[src/rtl/rs232_image_tx.sv]
// rs232_image_tx: streams the low byte of SRAM words 0..NUM_PIXELS-1 to the RS232 UART over Avalon-MM.
// Optional build macro TX_CHECKSUM_EN appends one XOR checksum byte after the last pixel.
module rs232_image_tx #(
    parameter int unsigned NUM_PIXELS  = 307200,
    parameter int unsigned TX_BASE     = 4,
    parameter int unsigned STATUS_BASE = 8,
    parameter int unsigned TX_OK_BIT   = 6
) (
    input  logic        avm_clk,
    input  logic        avm_rst,
    input  logic        i_start,
    output logic        o_busy,
    output logic        o_done,
    output logic [4:0]  avm_address,
    output logic        avm_read,
    input  logic [31:0] avm_readdata,
    output logic        avm_write,
    output logic [31:0] avm_writedata,
    input  logic        avm_waitrequest,
    output logic [19:0] o_sram_addr,
    input  logic [15:0] i_sram_dq
);
    localparam logic [19:0] LAST = 20'(NUM_PIXELS - 1);

    typedef enum logic [3:0] {
        S_IDLE, S_ADDR, S_LATCH, S_POLL, S_WAIT, S_SEND, S_DONE
`ifdef TX_CHECKSUM_EN
        , S_CKPOLL, S_CKWAIT, S_CKSEND
`endif
    } state_t;

`ifdef TX_CHECKSUM_EN
    localparam state_t S_END = S_CKPOLL;
`else
    localparam state_t S_END = S_DONE;
`endif

    state_t      r_state;
    state_t      w_next;
    logic [19:0] r_count;
    logic [7:0]  r_byte;
    logic [7:0]  w_tx_byte;
    logic        w_unused;

    assign o_sram_addr = r_count;
    assign w_unused    = ^{avm_readdata, i_sram_dq[15:8]};

`ifdef TX_CHECKSUM_EN
    logic [7:0] r_ck;
    assign w_tx_byte = (r_state == S_CKSEND) ? r_ck : r_byte;

    // running XOR of every accepted pixel byte, cleared when a frame starts
    always_ff @(posedge avm_clk) begin
        if (avm_rst || (r_state == S_IDLE && i_start)) r_ck <= '0;
        else if (r_state == S_SEND && !avm_waitrequest) r_ck <= r_ck ^ r_byte;
    end
`else
    assign w_tx_byte = r_byte;
`endif

    // state, pixel counter and latched pixel byte
    always_ff @(posedge avm_clk) begin
        if (avm_rst) begin
            r_state <= S_IDLE;
            r_count <= '0;
            r_byte  <= '0;
        end else begin
            r_state <= w_next;
            if (r_state == S_IDLE && i_start) r_count <= '0;
            else if (r_state == S_SEND && !avm_waitrequest && r_count != LAST) r_count <= r_count + 20'd1;
            if (r_state == S_LATCH) r_byte <= i_sram_dq[7:0];
        end
    end

    // next state and Avalon/handshake outputs; requests are held until waitrequest drops
    always_comb begin
        w_next        = r_state;
        o_busy        = 1'b1;
        o_done        = 1'b0;
        avm_read      = 1'b0;
        avm_write     = 1'b0;
        avm_address   = '0;
        avm_writedata = '0;
        case (r_state)
            S_IDLE: begin
                o_busy = 1'b0;
                if (i_start) w_next = S_ADDR;
            end
            S_ADDR:  w_next = S_LATCH;
            S_LATCH: w_next = S_POLL;
            S_POLL: begin
                avm_read    = 1'b1;
                avm_address = 5'(STATUS_BASE);
                if (!avm_waitrequest) w_next = avm_readdata[TX_OK_BIT] ? S_SEND : S_WAIT;
            end
            S_WAIT: w_next = S_POLL;
            S_SEND: begin
                avm_write     = 1'b1;
                avm_address   = 5'(TX_BASE);
                avm_writedata = {24'b0, w_tx_byte};
                if (!avm_waitrequest) w_next = (r_count == LAST) ? S_END : S_ADDR;
            end
`ifdef TX_CHECKSUM_EN
            S_CKPOLL: begin
                avm_read    = 1'b1;
                avm_address = 5'(STATUS_BASE);
                if (!avm_waitrequest) w_next = avm_readdata[TX_OK_BIT] ? S_CKSEND : S_CKWAIT;
            end
            S_CKWAIT: w_next = S_CKPOLL;
            S_CKSEND: begin
                avm_write     = 1'b1;
                avm_address   = 5'(TX_BASE);
                avm_writedata = {24'b0, w_tx_byte};
                if (!avm_waitrequest) w_next = S_DONE;
            end
`endif
            S_DONE: begin
                o_busy = 1'b0;
                o_done = 1'b1;
                w_next = S_IDLE;
            end
            default: w_next = S_IDLE;
        endcase
    end
endmodule
[config.mk]
export PLATFORM = sky130hd
export DESIGN_NAME = rs232_image_tx
export DESIGN_NICKNAME = d
export VERILOG_FILES = /design/src/rtl/rs232_image_tx.sv
export SDC_FILE = /design/constraint.sdc
export NUM_CORES = 1
export LEC_CHECK = 0
export ABC_CLOCK_PERIOD_IN_PS = 2300
export CAP_MARGIN = 20
export CORE_AREA = 2 2 83 85
export CTS_BUF_LIST = sky130_fd_sc_hd__clkbuf_8
export DETAILED_ROUTE_END_ITERATION = 10
export DIE_AREA = 0 0 85 87
export HOLD_SLACK_MARGIN = 0.15
export PLACE_DENSITY = 0.75
export SLEW_MARGIN = 30
export SYNTH_ARGS = -nofsm -noshare
export SYNTH_HDL_FRONTEND = slang
export SYNTH_SLANG_ARGS = --single-unit
[constraint.sdc]
create_clock -name avm_clk -period 2.3 [get_ports avm_clk]
set_input_delay 0.345 -clock avm_clk [delete_from_list [all_inputs] [get_ports avm_clk]]
set_output_delay 0.345 -clock avm_clk [all_outputs]
set_load 0.005 [all_outputs]
# Word-level counts from Yosys, hierarchy flattened
# Cells that the tools add are included.
# W data, S select, Z words.
# totals
reg_bits	32
latchBits	0
ram_bits	0
rom_bits	0
input_bits	52
output_inout_bits	61
elab_cells	36
n_memories	0
# classes
add_sub_neg	1
multipliers	0
div_mod_pow	0
magnitude_cmp	0
eq_ne	11
shift	0
mux	12
bitwise_logic	0
n_reduce_logical	9
# op_table
cell	count
$add A20 B1 Y20 const B	1
$eq A20 B19 Y1 const B	1
$ne A20 B19 Y1 const B	1
$pmux W4 S5	1
$eq A4 B3 Y1 const B	3
$mux W4	3
$eq A4 B2 Y1 const B	2
$mux W8	1
$pmux W4 S2	1
$ne A2 B2 Y1 const B	3
$reduce_or A2 Y1	3
$mux W1	5
$eq A4 B1 Y1 const B	1
$logic_not A4 Y1	1
$logic_and A1 B1 Y1	3
$mux W3	1
$reduce_and A3 Y1	1
$logic_not A1 Y1	1

# Logic depth before layout (Yosys ltp)
# Gate-level depths: netlist (run 1).
# depth
word_depth	4
mapped_depth	6
depth_no_buf	5

# Least setup slack after synthesis (run 1)
# Ideal clock, no wire load.
# synth_path
kind	register to register
start	register r_count[0], in the netlist o_sram_addr[0]
end	register r_count[14], in the netlist o_sram_addr[14]
setup_ps	70
arrival_ps	1779
required_ps	2230
setup_slack_ps	452
stages_incl_launch_ff	7
path_buffers	1
synth_period_minus_slack_ps	1848
path_cell_list	dfxtp_1 ha_1 nand3_1 or3_1 clkbuf_1 or4_1 a21oi_1
# synth_between
elab_chain_len	2
elab_cells_between_ends	3
classes_between	add/sub: 1; eq/ne: 1; reduce/logical: 1
# synth_lines
item	line_no	source
from (decl)	40	logic [19:0] r_count;
from (signal assigned)	70	else if (r_state == S_SEND && !avm_waitrequest && r_count != LAST) r_count <= r_count + 20'd1;
branches (longest 2 deep; another with $add A20 B1 Y20)	-	
# Several ways; the timed one is not identified.
# A chain may end at the register's enable or synchronous reset.

# Final worst setup path (run 1)
# layout_path
start	register r_state[1]
end	output avm_writedata[0]
# layout_between
elab_chain_len	2
# layout_lines
item	line_no	source
from (decl)	38	state_t r_state;
from (signal assigned)	68	r_state <= w_next;
$eq A4 B3 Y1	84	case (r_state)
$mux W8	84	
to (decl)	18	output logic [31:0] avm_writedata,
# No other way between the ends.

==> results of run 1 <==
## cell families after synthesis
family,Yosys count,share of synthesized area [%]
compound gates,47,15.41
fa+ha+maj,1,0.6556
buf+inv,42,13.84
flops,31,32.52
mux,8,4.197
other cells,1,0.1965
simple gates,114,33.18
## where the power goes
part / total, mW / internal (mW) / switching (mW)
Sequential: 0.563 / 0.550 / 0.0138
Combinational: 0.138 / 0.0652 / 0.0726
Clock: 0.423 / 0.207 / 0.216
Total: 1.12 / 0.822 / 0.303
## layout make-up
| class | count | area, sq um | area share, % |
|---|---|---|---|
| Sequential cell | 31 | 620.6 | 25.13 |
| Timing Repair Buffer | 56 | 535.5 | 21.68 |
| Clock buffer | 5 | 68.82 | 2.786 |
| Clock inverter | 3 | 16.27 | 0.6586 |
| Multi-Input combinational cell | 197 | 1125 | 45.54 |
| Tap cell | 80 | 100.1 | 4.053 |
| Inverter | 1 | 3.754 | 0.1520 |
## per-layer routing
layer / GRT usage [%] / up-vias
li1: - / 908
met1: 15.52 / 831
met2: 19.25 / 57
met3: 2.749 / 8
met4: 4.329 / 0
met5: 0 / -
## cells in the mapped netlist
cell type   n
clkbuf_1   10
nor3_1      4
or2_2       3
nor4b_1     2
ha_1        1
nor2b_1     2
o211ai_1    2
or4_1       4
a21oi_1    21
nand2b_1    2
o41ai_1     2
buf_4      27
nand3b_1    1
and2_1      9
nand2_1    44
and4_1      3
o21ai_0     8
a21o_1      3
o221ai_1    1
a2111o_1    2
nand4_1     6
o31ai_1     2
a211oi_1    1
and3_1      2
buf_2       4
conb_1      1
a31oi_1     1
nor2_1      7
nor4bb_1    1
inv_1       1
or3_1      12
nand4bb_4   1
dfxtp_1    31
mux2i_1     8
and4bb_2    1
and3b_1     4
nand3_1     6
a2111oi_0   1
o311ai_0    2
o21bai_1    1
## path summary, 6_finish.rpt
path	start	endpoint	cells after the start	slack (ns)
worst max-delay path	r_state[1]	avm_writedata[0]	3	0.19
worst min-delay path	r_byte[5]	r_byte[5]	2	0.45
worst max register to register	r_state[2]	o_sram_addr[16]	4	0.32
worst min register to register	r_byte[5]	r_byte[5]	2	0.45
## critical path, cell delays in order (launching register included)
cell	delay, ns
dfxtp_1	0.54
and3b_2	0.32
and2_1	0.18
clkdlybuf4s50_1	0.44
## metrics by stage
step	hold WS (ns)	cell area, sq um	utilization (%)	cells
2_1_floorplan	0.4317	2006	-	270
3_3_place_gp	0.4377	2381	36.25	365
3_5_place_dp	0.4424	2381	36.25	365
4_1_cts	0.4524	2466	37.54	373
5_1_grt	0.4788	2470	37.60	373
6_report	0.4510	2470	37.60	373
## sequential cells by signal, indices dropped and copies added (netlist names)
| signal | flops |
|---|---|
| o_sram_addr | 20 |
| r_state | 3 |
| r_byte | 8 |
==> results.yml, run 1 <==
final_layout:
  layout_common_cells: "46 x clkdlybuf4s50_1, 44 x nand2_1, 31 x dfxtp_1"
  fillCellCount: 668
  fin_nets: 345
  layout-drive-gt1-share_pct: 8.191
  area_growth_pct: 29.44
  layout_commonest_cell: "clkdlybuf4s50_1"
  num_antenna_cells: 0
critical_path:
  start_kind: "flip-flop"
  critical_path.max_fanout: 14
  path_class: "flip-flop to output port"
  cp-end-kind: "output port"
  cp_data_required_time_ns: 1.96
  worst_ep_arrival_time_ns: 1.76
placed_design:
  dp_worst_setup_slack_ns: -0.1677
  hpwl_um: 3319
  io_buffer_count: 46
  gp_congestion: 0.7950
sta:
  rsz0062_at_grt: "no"
  setup_slack_ns: 0.1915
  drv_slew: 0
  worst_pin_slew_ns: 0.8804
  relSlewSlack_pct: 40.48
  post-route-min-period_ns: 2.109
  finalCritPeriodShare_pct: 91.67
  tns_ns: 0
  clock_skew_ns: 0.009385
  fmax_ghz: 0.4743
  setup_violations: 0
  hold_viol_final: 0
detailed_routing:
  wl_um: 4481
  wl_met3_um: 220
  drc: 0
  top_layer: "met4"
  wl_met1_um: 2067
  post_drt_via_cell_ratio: 4.836
  drt_iter0_markers: 98
  wire_per_inst_um: 12.01
  vias: 1804
  dr.pass1.iters: 4
  dr_wl_met2_um: 2109
  ant_nets: 0
power_and_ir_drop:
  leakagePower_nw: 0.8884
  peakVddDrop_mv: 0.2685
  power_mw: 1.124
  p_per_area_mw_per_mm2: 455.3
die:
  die_h_um: 87
  dieArea_sq_mm: 0.007395
  pin_count: 113
  die_w_um: 85
  row_count: 30
  start_util_pct: 29.05
  coreArea_sq_mm: 0.006569
yosys:
  ys_seq_area_share_pct: 32.52
  synth_top_area_share_pct: 32.52
  synthTopCellsByArea: "dfxtp_1 33%, buf_4 11%, nand2_1 8.7%"
  synthCells: 244
  avgSynthCellArea_sq_um: 7.820
  yosysTopAreaCell: "dfxtp_1"
  ys_warn_count: 0
  synth_cell_type_count: 40
  syn_area_sq_mm: 0.001908
  ys_ff_latch: 31
cts:
  h-tree-depth: 2
  clockBufferDepth: 2
  clk_latency_ns: 0.29
  post-cts-setup-buffers: 0
  post_cts_resize_count: 0
  cts_tree: "done"
  cts-buffers-inserted: 5
  clk_pin_slew_worst_paths_ns: 0.07
  holdBufCountCts: 0
  cts_sinks: 31
  cts-root-buf: "clkbuf_8"
worst_hold_path:
  min_path_type: "flip-flop to flip-flop"
grt:
  grt_overflow: 0
  grt_util_all_layers_pct: 11.90
  grt_max_degree: 20
  antenna_found_initial: 0
  grt_pass1_vias: 1583
  grt_pass1_wl_um: 7251
job:
  max_cap_viol_count: 0
outcome:
  status: "complete, no violations"
Power figures use the tool's default switching activity.
==> inputs of run 2 (changes only) <==
--- a/config.mk
+++ b/config.mk
@@ -5,14 +5,15 @@
 export SDC_FILE = /design/constraint.sdc
 export NUM_CORES = 1
 export LEC_CHECK = 0
+export ABC_AREA = 1
 export ABC_CLOCK_PERIOD_IN_PS = 2300
 export CAP_MARGIN = 20
-export CORE_AREA = 2 2 83 85
+export CORE_AREA = 2 2 87 89
 export CTS_BUF_LIST = sky130_fd_sc_hd__clkbuf_8
 export DETAILED_ROUTE_END_ITERATION = 10
-export DIE_AREA = 0 0 85 87
+export DIE_AREA = 0 0 89 91
 export HOLD_SLACK_MARGIN = 0.15
-export PLACE_DENSITY = 0.75
+export PLACE_DENSITY = 0.73
 export SLEW_MARGIN = 30
 export SYNTH_ARGS = -nofsm -noshare
 export SYNTH_HDL_FRONTEND = slang
==> results.yml, run 2 <==
sta:
  hold_viol_final: 0
  tns_ns: 0
  fmax_ghz: 0.4686
  whs_ns: 0.4630
  clock_skew_ns: 0.006478
  setup_violations: 0
  post-route-min-period_ns: 2.134
  rsz0062_at_grt: "no"
  finalCritPeriodShare_pct: 92.78
  drv_slew: 0
detailed_routing:
  drt_iter0_markers: 121
  dr.pass1.iters: 4
  ant_nets: 0
  top_layer: "met4"
  wl_met3_um: 297
  wl_um: 4782
  wire_per_inst_um: 10.35
  drc: 0
  wl_met1_um: 2323
  vias: 1974
  post_drt_via_cell_ratio: 4.273
  dr_wl_met2_um: 2070
placed_design:
  gp_congestion: 0.9041
  postPlaceCellArea_sq_mm: 0.002554
  io_buffer_count: 46
  hpwl_um: 3640
final_layout:
  layout_commonest_cell: "nand2_1"
  layout-drive-gt1-share_pct: 10.74
  fin_nets: 417
  layout_common_cells: "99 x nand2_1, 46 x clkdlybuf4s50_1, 44 x nor2_1"
  fillCellCount: 778
  stdcell_area_sq_mm: 0.002626
  multiInputGateArea_sq_mm: 0.001209
  area_growth_pct: 24.35
  num_antenna_cells: 0
  largest_register_ffs: 20
  regArea_sq_um: 620.6
cts:
  post_cts_resize_count: 0
  cts-buffers-inserted: 5
  clk_latency_ns: 0.28
  clockBufferDepth: 2
  clk_pin_slew_worst_paths_ns: 0.06
  h-tree-depth: 2
  cts-root-buf: "clkbuf_8"
  post-cts-setup-buffers: 0
  holdBufCountCts: 0
  cts_tree: "done"
  cts_sinks: 31
grt:
  antenna_found_initial: 0
  grt_pass1_wl_um: 8273
  grt_max_degree: 21
  grt_pass1_vias: 1833
  grt_overflow: 0
  grt_util_all_layers_pct: 12.65
yosys:
  yosysTopAreaCell: "dfxtp_1"
  ys_seq_area_share_pct: 29.38
  syn_area_sq_mm: 0.002112
  ys_ff_latch: 31
  async_reset_ff_share_pct: 0
  synthCells: 319
  yosys_most_used_dff: "dfxtp_1"
  avgSynthCellArea_sq_um: 6.621
  synth_most_common_cell: "nand2_1"
  synth_cell_type_count: 30
  ys_warn_count: 0
  synth_top_area_share_pct: 29.38
  synth_commonest_cells: "99 x nand2_1, 44 x nor2_1, 31 x dfxtp_1"
  synth-edff-count: 0
  synthTopCellsByArea: "dfxtp_1 29%, nand2_1 18%, buf_4 10%"
critical_path:
  cp_data_required_time_ns: 1.96
  path_class: "flip-flop to output port"
  r2r_end: "o_sram_addr[12]"
  cp-end-kind: "output port"
  reg2reg_depth: 10
  r2r_setup_slack_ns: 0.39
  critical_path.max_fanout: 11
  worst_ep_arrival_time_ns: 1.79
  reg2reg_from: "o_sram_addr[0]"
  start_kind: "flip-flop"
worst_hold_path:
  min_path_type: "flip-flop to flip-flop"
  holdCritStartpoint: "r_byte[3]"
  hold_depth: 2
  hold_end: "r_byte[3]"
die:
  die_h_um: 91
  start_util_pct: 29.59
  coreArea_sq_mm: 0.007137
  dieArea_sq_mm: 0.008099
  pin_count: 113
  die_w_um: 89
  row_count: 31
job:
  max_cap_viol_count: 0
outcome:
  status: "complete, no violations"
power_and_ir_drop:
  p_per_area_mw_per_mm2: 425.0
  peakVddDrop_mv: 0.3072
  leakagePower_nw: 0.9759
[run 2: layer usage]
layer	GRT usage (%)	vias up
li1	-	1029
met1	17.17	875
met2	19.15	59
met3	3.818	11
met4	3.856	0
met5	0	-
[run 2: layout make-up]
cell class / instances / area share, %
sequential: 31 / 23.63
tap: 99 / 4.717
clock inverter: 1 / 0.1429
multi-input combinational: 246 / 46.02
timing repair buffer: 49 / 18.39
clock buffer: 5 / 2.620
inverter: 31 / 4.478
[run 2: per-stage QoR]
step | utilization (%) | power [mW] | instances | setup slack (ns)
after floorplan | - | 0.7196 | 345 | 0.7170
after detailed placement | 35.78 | 0.7399 | 456 | 0.4162
after global placement | 35.78 | 0.7369 | 456 | 0.4718
after CTS | 36.80 | 1.127 | 462 | 0.1571
after global routing | 36.80 | 1.171 | 462 | 0.02817
final | 36.80 | 1.116 | 462 | 0.1661
[run 2: how the worst max path moves through the flow]
stage | startpoint | to
after floorplan | o_sram_addr[0] | o_sram_addr[10]
after global placement | r_state[0] | avm_write
after detailed placement | o_sram_addr[0] | o_sram_addr[12]
after CTS | r_state[0] | avm_write
after global routing | r_state[0] | avm_write
final | r_state[0] | avm_write
[run 2: worst max-delay path, cell delays in order (launching register included)]
cell and delay, ns:
dfxtp_1 0.49, nand3_2 0.27, inv_1 0.22, clkdlybuf4s50_1 0.53
[run 2: logic make-up after synthesis]
family                     Yosys count  share of synthesized area, %
AOI/OAI and AO/OA                   36                         12.80
xor gates and xnor gates            12                         4.976
adders and majority gates            1                        0.5923
buffers and inverters               68                         18.19
DFF                                 31                         29.38
other                                1                        0.1776
and+or+nand+nor                    170                         33.89
[run 2: power by group]
part           leakage (nW)  total (mW)  switching (mW)  internal, mW
combinational         0.684       0.153          0.0900        0.0630
clock                0.0413       0.388           0.191         0.197
sequential            0.251       0.576          0.0156         0.560
==> edit 1: new RTL, flow settings as in run 2 <==
The 7 states of `state_t` get a one-hot encoding in 7 bits.
--- a/src/rtl/rs232_image_tx.sv
+++ b/src/rtl/rs232_image_tx.sv
@@ -22,8 +22,8 @@
 );
     localparam logic [19:0] LAST = 20'(NUM_PIXELS - 1);
 
-    typedef enum logic [3:0] {
-        S_IDLE, S_ADDR, S_LATCH, S_POLL, S_WAIT, S_SEND, S_DONE
+    typedef enum logic [6:0] {
+        S_IDLE = 7'b0000001, S_ADDR = 7'b0000010, S_LATCH = 7'b0000100, S_POLL = 7'b0001000, S_WAIT = 7'b0010000, S_SEND = 7'b0100000, S_DONE = 7'b1000000
 `ifdef TX_CHECKSUM_EN
         , S_CKPOLL, S_CKWAIT, S_CKSEND
 `endif
Function: same outputs for any inputs over 10 cycles, from zero or initial values and one cycle with avm_rst high; not proved beyond that.
==> edit 1 against run 2 <==
Count of clock-buffer cells in the layout rose by 1. Synthesized area rose by 3.0%. Non-clock buffer count is the same. Sequential cell count up 4. Sequential power is 8.3% higher. Total power increased by 11%. Die area is the same. Cell area is 3.4% higher. Register-to-register slack improved by 0.02 ns. Worst setup slack got worse by 0.038 ns. Routed wire length rose by 4.3%. Critical endpoint is now avm_read. Largest cell class unchanged.
==> edit 1: results (changes against run 2) <==
Antenna Diode Count 0 (unchanged); CTS Root Cell clkbuf_8 (unchanged); Worst Setup SP r_state[0] (unchanged); total CTS buffers 5 (unchanged); buffer share of cell area 17.8% (was 18.4%); worst hold stages 2 (unchanged); via count 2097 (was 1974); Iteration-0 DRC Markers 103 (was 121); hold endpoint r_byte[1] (was r_byte[3]); Ys Warns 0 (unchanged); Layout clock buffers 6 (was 5); vias in the first global route 1949 (was 1833); HPWL Detailed 3.73 mm (was 3.64 mm); Synth area leaders dfxtp_1 (32%), nand2_1 (12%), nor2_1 (10%) (was dfxtp_1 (29%), nand2_1 (18%), buf_4 (10%)); status finished clean (unchanged); flop-to-flop setup slack 0.41 ns (was 0.39 ns); crit path capture avm_read (was avm_write); all-layer global routing usage 13.0% (was 12.6%); met3 wire length 371 um (was 297 um); Inverters, non-clock 39 (was 31); post-CTS resize count 2 (was 0); first-pass GRT wire length 8.54 mm (was 8.27 mm); met3 usage 3.27% (was 3.82%); startpoint types flip-flop (unchanged); area taken by multi-input logic gates 0.00117 mm^2 (was 0.00121 mm^2); Combinational Power Share 14.0% (was 13.7%); largest net degree at the start of global routing 21 (unchanged); number of multi-input logic gates 244 (was 246); clock network area share 3.22% (was 2.76%); maximum vdd ir drop 0.226 mV (was 0.307 mV); storage element area 701 um^2 (was 621 um^2); delay-heaviest family, CP simple AND/OR/NAND/NOR gates (was buffers and inverters); R2R depth 8 (was 10); ratio of cells with drive above 1 in the final layout 6.15% (was 10.7%); DRT met1 WL 2.28 mm (was 2.32 mm); clock skew 0.00554 ns (was 0.00648 ns); H-tree Lvls 2 (unchanged); Final Wtd Congestion 0.856 (was 0.904); syn_area_per_cell 6.71 um^2 (was 6.62 um^2); Post-CTS Setup Repair Bufs 0 (unchanged); GR Util met1 17.0% (was 17.2%); commonest cells in the netlist nand2_1 (67), nor2_1 (60), inv_1 (38) (was nand2_1 (99), nor2_1 (44), dfxtp_1 (31)); Cell Int Power 0.000919 W (was 0.000820 W); dpl ws 0.272 ns (was 0.416 ns); #FFs+latches synth 35 (was 31); Max FO, Critical Path 4 (was 11); Critical R2R Launch o_sram_addr[0] (unchanged); Data arrival, critical path 1.83 ns (was 1.79 ns); post-synthesis sequential area ratio 32.2% (was 29.4%); Leak Pwr 1.01 nW (was 0.976 nW); filler cell count 757 (was 778); clock network power share 35.7% (was 34.7%); Met2 Routed Length 2.27 mm (was 2.07 mm); FF-to-FF End o_sram_addr[12] (unchanged); CP max stage delay 0.56 ns (was 0.53 ns); M2 GR Usage 20.6% (was 19.2%); Final Net Count 427 (was 417); Routed WL 4.99 mm (was 4.78 mm); hold_sp r_byte[1] (was r_byte[3])
[edit 1: metrics by stage]
| step | power [W] | area, um^2 | hold slack, ns | util [%] | instances |
|---|---|---|---|---|---|
| 6_report | 0.00124 | 2720 | 0.455 | 38.1 | 473 |
| 5_1_grt | 0.00131 | 2720 | 0.474 | 38.1 | 473 |
| 4_1_cts | 0.00126 | 2710 | 0.458 | 38.0 | 473 |
| 3_5_place_dp | 0.000807 | 2620 | 0.446 | 36.7 | 466 |
| 3_3_place_gp | 0.000803 | 2620 | 0.440 | 36.7 | 466 |
| 2_1_floorplan | 0.000778 | 2270 | 0.414 | - | 350 |
[edit 1: cell families after synthesis]
logic type	after synthesis	share of synthesized area, %
and+or+nand+nor	164	33.4
buffers and inverters	71	18.8
AOI/OAI and AO/OA	40	10.0
DFF	35	32.2
xor gates and xnor gates	12	4.83
adders and majority gates	1	0.575
other	1	0.172
==> edit 2: new RTL, flow settings as in run 2 <==
Made on the original files. The option `TX_CHECKSUM_EN` is turned on by a define.
--- a/src/rtl/rs232_image_tx.sv
+++ b/src/rtl/rs232_image_tx.sv
@@ -1,5 +1,7 @@
 // rs232_image_tx: streams the low byte of SRAM words 0..NUM_PIXELS-1 to the RS232 UART over Avalon-MM.
 // Optional build macro TX_CHECKSUM_EN appends one XOR checksum byte after the last pixel.
+`define TX_CHECKSUM_EN
+
 module rs232_image_tx #(
     parameter int unsigned NUM_PIXELS  = 307200,
     parameter int unsigned TX_BASE     = 4,
Function: same outputs for any inputs over 10 cycles, from zero or initial values and one cycle with avm_rst high; that may be too few to reach the edited logic, so the function may still have changed.
==> edit 2 against run 2 <==
Worst setup slack better by 0.050 ns. Routed wire length is 17% higher. Count of clock-buffer cells in the layout stayed put. Largest cell class unchanged. Synthesized area is 18% higher. Sequential share of layout area is 2.0 points higher. Cell area is 20% higher. First-iteration DRC count is 3.3% lower. Sequential cell count is 9 higher. Clock skew is 0.0031 ns lower. Critical endpoint is now avm_address[2].
Power is not compared: it rests on default switching activity, and its combinational part moved more than twofold at a synthesized area within 25%.
==> edit 2: results (changes against run 2) <==
sw frac 31.8%; ratio of cells with drive above 1 in the final layout 10.8% (was 10.7%); first-pass GRT wire length 9.17 mm (was 8.27 mm); Buffers on Ports 46 (unchanged); Setup TNS 0 ns (unchanged); commonest cells in the netlist nand2_1 (87), dfxtp_1 (40), a21oi_1 (39), nor2_1 (39), inv_1 (30) (was nand2_1 (99), nor2_1 (44), dfxtp_1 (31)); Leak Pwr 1.35 nW; maximum vdd ir drop 0.443 mV; largest net degree at the start of global routing 21 (unchanged); Antenna Diode Count 0 (unchanged); Iteration-0 DRC Markers 117 (was 121); CP max stage delay 0.49 ns (was 0.53 ns); Max FO, Critical Path 10 (was 11); max layer used met4 (unchanged); total CTS buffers 5 (unchanged); DRT met1 WL 2.39 mm (was 2.32 mm); met3 wire length 364 um (was 297 um); first-pass iteration count of the detailed router 4 (unchanged); status finished clean (unchanged); H-tree Lvls 2 (unchanged); HPWL Detailed 4.15 mm (was 3.64 mm); Vias/cell 4.62 (was 4.27); maxcap violations 0 (unchanged); clock skew 0.00338 ns (was 0.00648 ns); post-CTS resize count 12 (was 0); Final Net Count 467 (was 417); Async S/R FF share, synth 0% (unchanged); Data arrival, critical path 1.74 ns (was 1.79 ns); clock slew seen by the registers of the worst setup and hold paths 0.09 ns (was 0.06 ns); Final Wtd Congestion 0.797 (was 0.904); all-layer global routing usage 13.8% (was 12.6%); vias in the first global route 2123 (was 1833); Ys Warns 0 (unchanged); Hold Path Class flip-flop to flip-flop (unchanged); Netlist cell types 32 (was 30); delay-heaviest family, CP buffers and inverters (unchanged); max FFs per register 20 (unchanged); CTS Buffer Depth 2 (unchanged); filler cell count 725 (was 778); Synth Flop Type dfxtp_1 (unchanged); Met2 Routed Length 2.81 mm (was 2.07 mm); post-synthesis sequential area ratio 32.2% (was 29.4%); critical path's slowest cell clkdlybuf4s50_1 (unchanged); initial antenna violation count 0 (unchanged); Routed WL 5.62 mm (was 4.78 mm); Post-CTS Setup Repair Bufs 0 (unchanged); Synth area leaders dfxtp_1 (32%), nand2_1 (13%), buf_4 (8.8%) (was dfxtp_1 (29%), nand2_1 (18%), buf_4 (10%)); dpl ws 0.137 ns (was 0.416 ns); CTS Root Cell clkbuf_8 (unchanged)
[edit 2: cell count changes in the layout (fill, tap and decap cells not counted), sizes merged, moves of 5 or more]
cell,before,now
dfxtp,31,40
nor3,3,10
nand2,101,93
and3,0,8
o21ai,2,13
dlygate4sd2,0,5
a21oi,25,39
clkdlybuf4s50,46,38
[edit 2: cells by family (layout without fill, tap and decap cells)]
kind of cell               count (synthesis)  in the layout  synth area share (%)
and+or+nand+nor                          180            180                  34.6
buffers and inverters                     69             95                  15.5
AOI/OAI and AO/OA                         61             61                  13.2
DFF                                       40             40                  32.2
xor gates and xnor gates                  11             11                  3.88
adders and majority gates                  1              1                 0.503
other                                      1             27                 0.151
[edit 2: worst min-delay path, cell delays in order (launching register included)]
cell     delay (ns)
dfxtp_1        0.33
inv_1          0.07
a21oi_1        0.05
[edit 2: layer usage]
metal | global-route usage [%] | vias to the layer above
met2 | 23.1 | 85
met3 | 3.18 | 7
li1 | - | 1213
met4 | 4.98 | 0
met5 | 0 | -
met1 | 17.1 | 1071
[edit 2: cell type report]
| cell class | instances | area share [%] |
|---|---|---|
| Clock buffer | 5 | 2.19 |
| Sequential cell | 40 | 25.6 |
| Inverter | 34 | 4.06 |
| Timing Repair Buffer | 53 | 16.3 |
| Tap cell | 99 | 3.94 |
| Multi-Input combinational cell | 280 | 45.0 |
| Clock inverter | 3 | 2.86 |
[edit 2: worst paths after layout]
| kind | start | end | slack [ns] | cells past startpoint |
|---|---|---|---|---|
| hold reg to reg | r_byte[6] | r_byte[6] | 0.49 | 2 |
| hold / removal | r_byte[6] | r_byte[6] | 0.49 | 2 |
| setup reg to reg | o_sram_addr[0] | o_sram_addr[14] | 0.34 | 12 |
| setup / recovery | r_state[0] | avm_address[2] | 0.22 | 6 |
[edit 2: power groups by stage]
stage / combinational (W) / clock (W) / sequential [W]
detailed placement: 0.000606 / 0 / 0.000856
global route: 0.000703 / 0.000843 / 0.000862
CTS: 0.000620 / 0.000822 / 0.000847
finish: 0.000619 / 0.000809 / 0.000851
floorplan: 0.000434 / 0 / 0.000840
global placement: 0.000591 / 0 / 0.000851
[edit 2: per-stage QoR]
stage	instance area, um^2	instances
6_report	3150	514
5_1_grt	3150	514
4_1_cts	3140	514
3_5_place_dp	2960	506
3_3_place_gp	2960	506
2_1_floorplan	2580	389
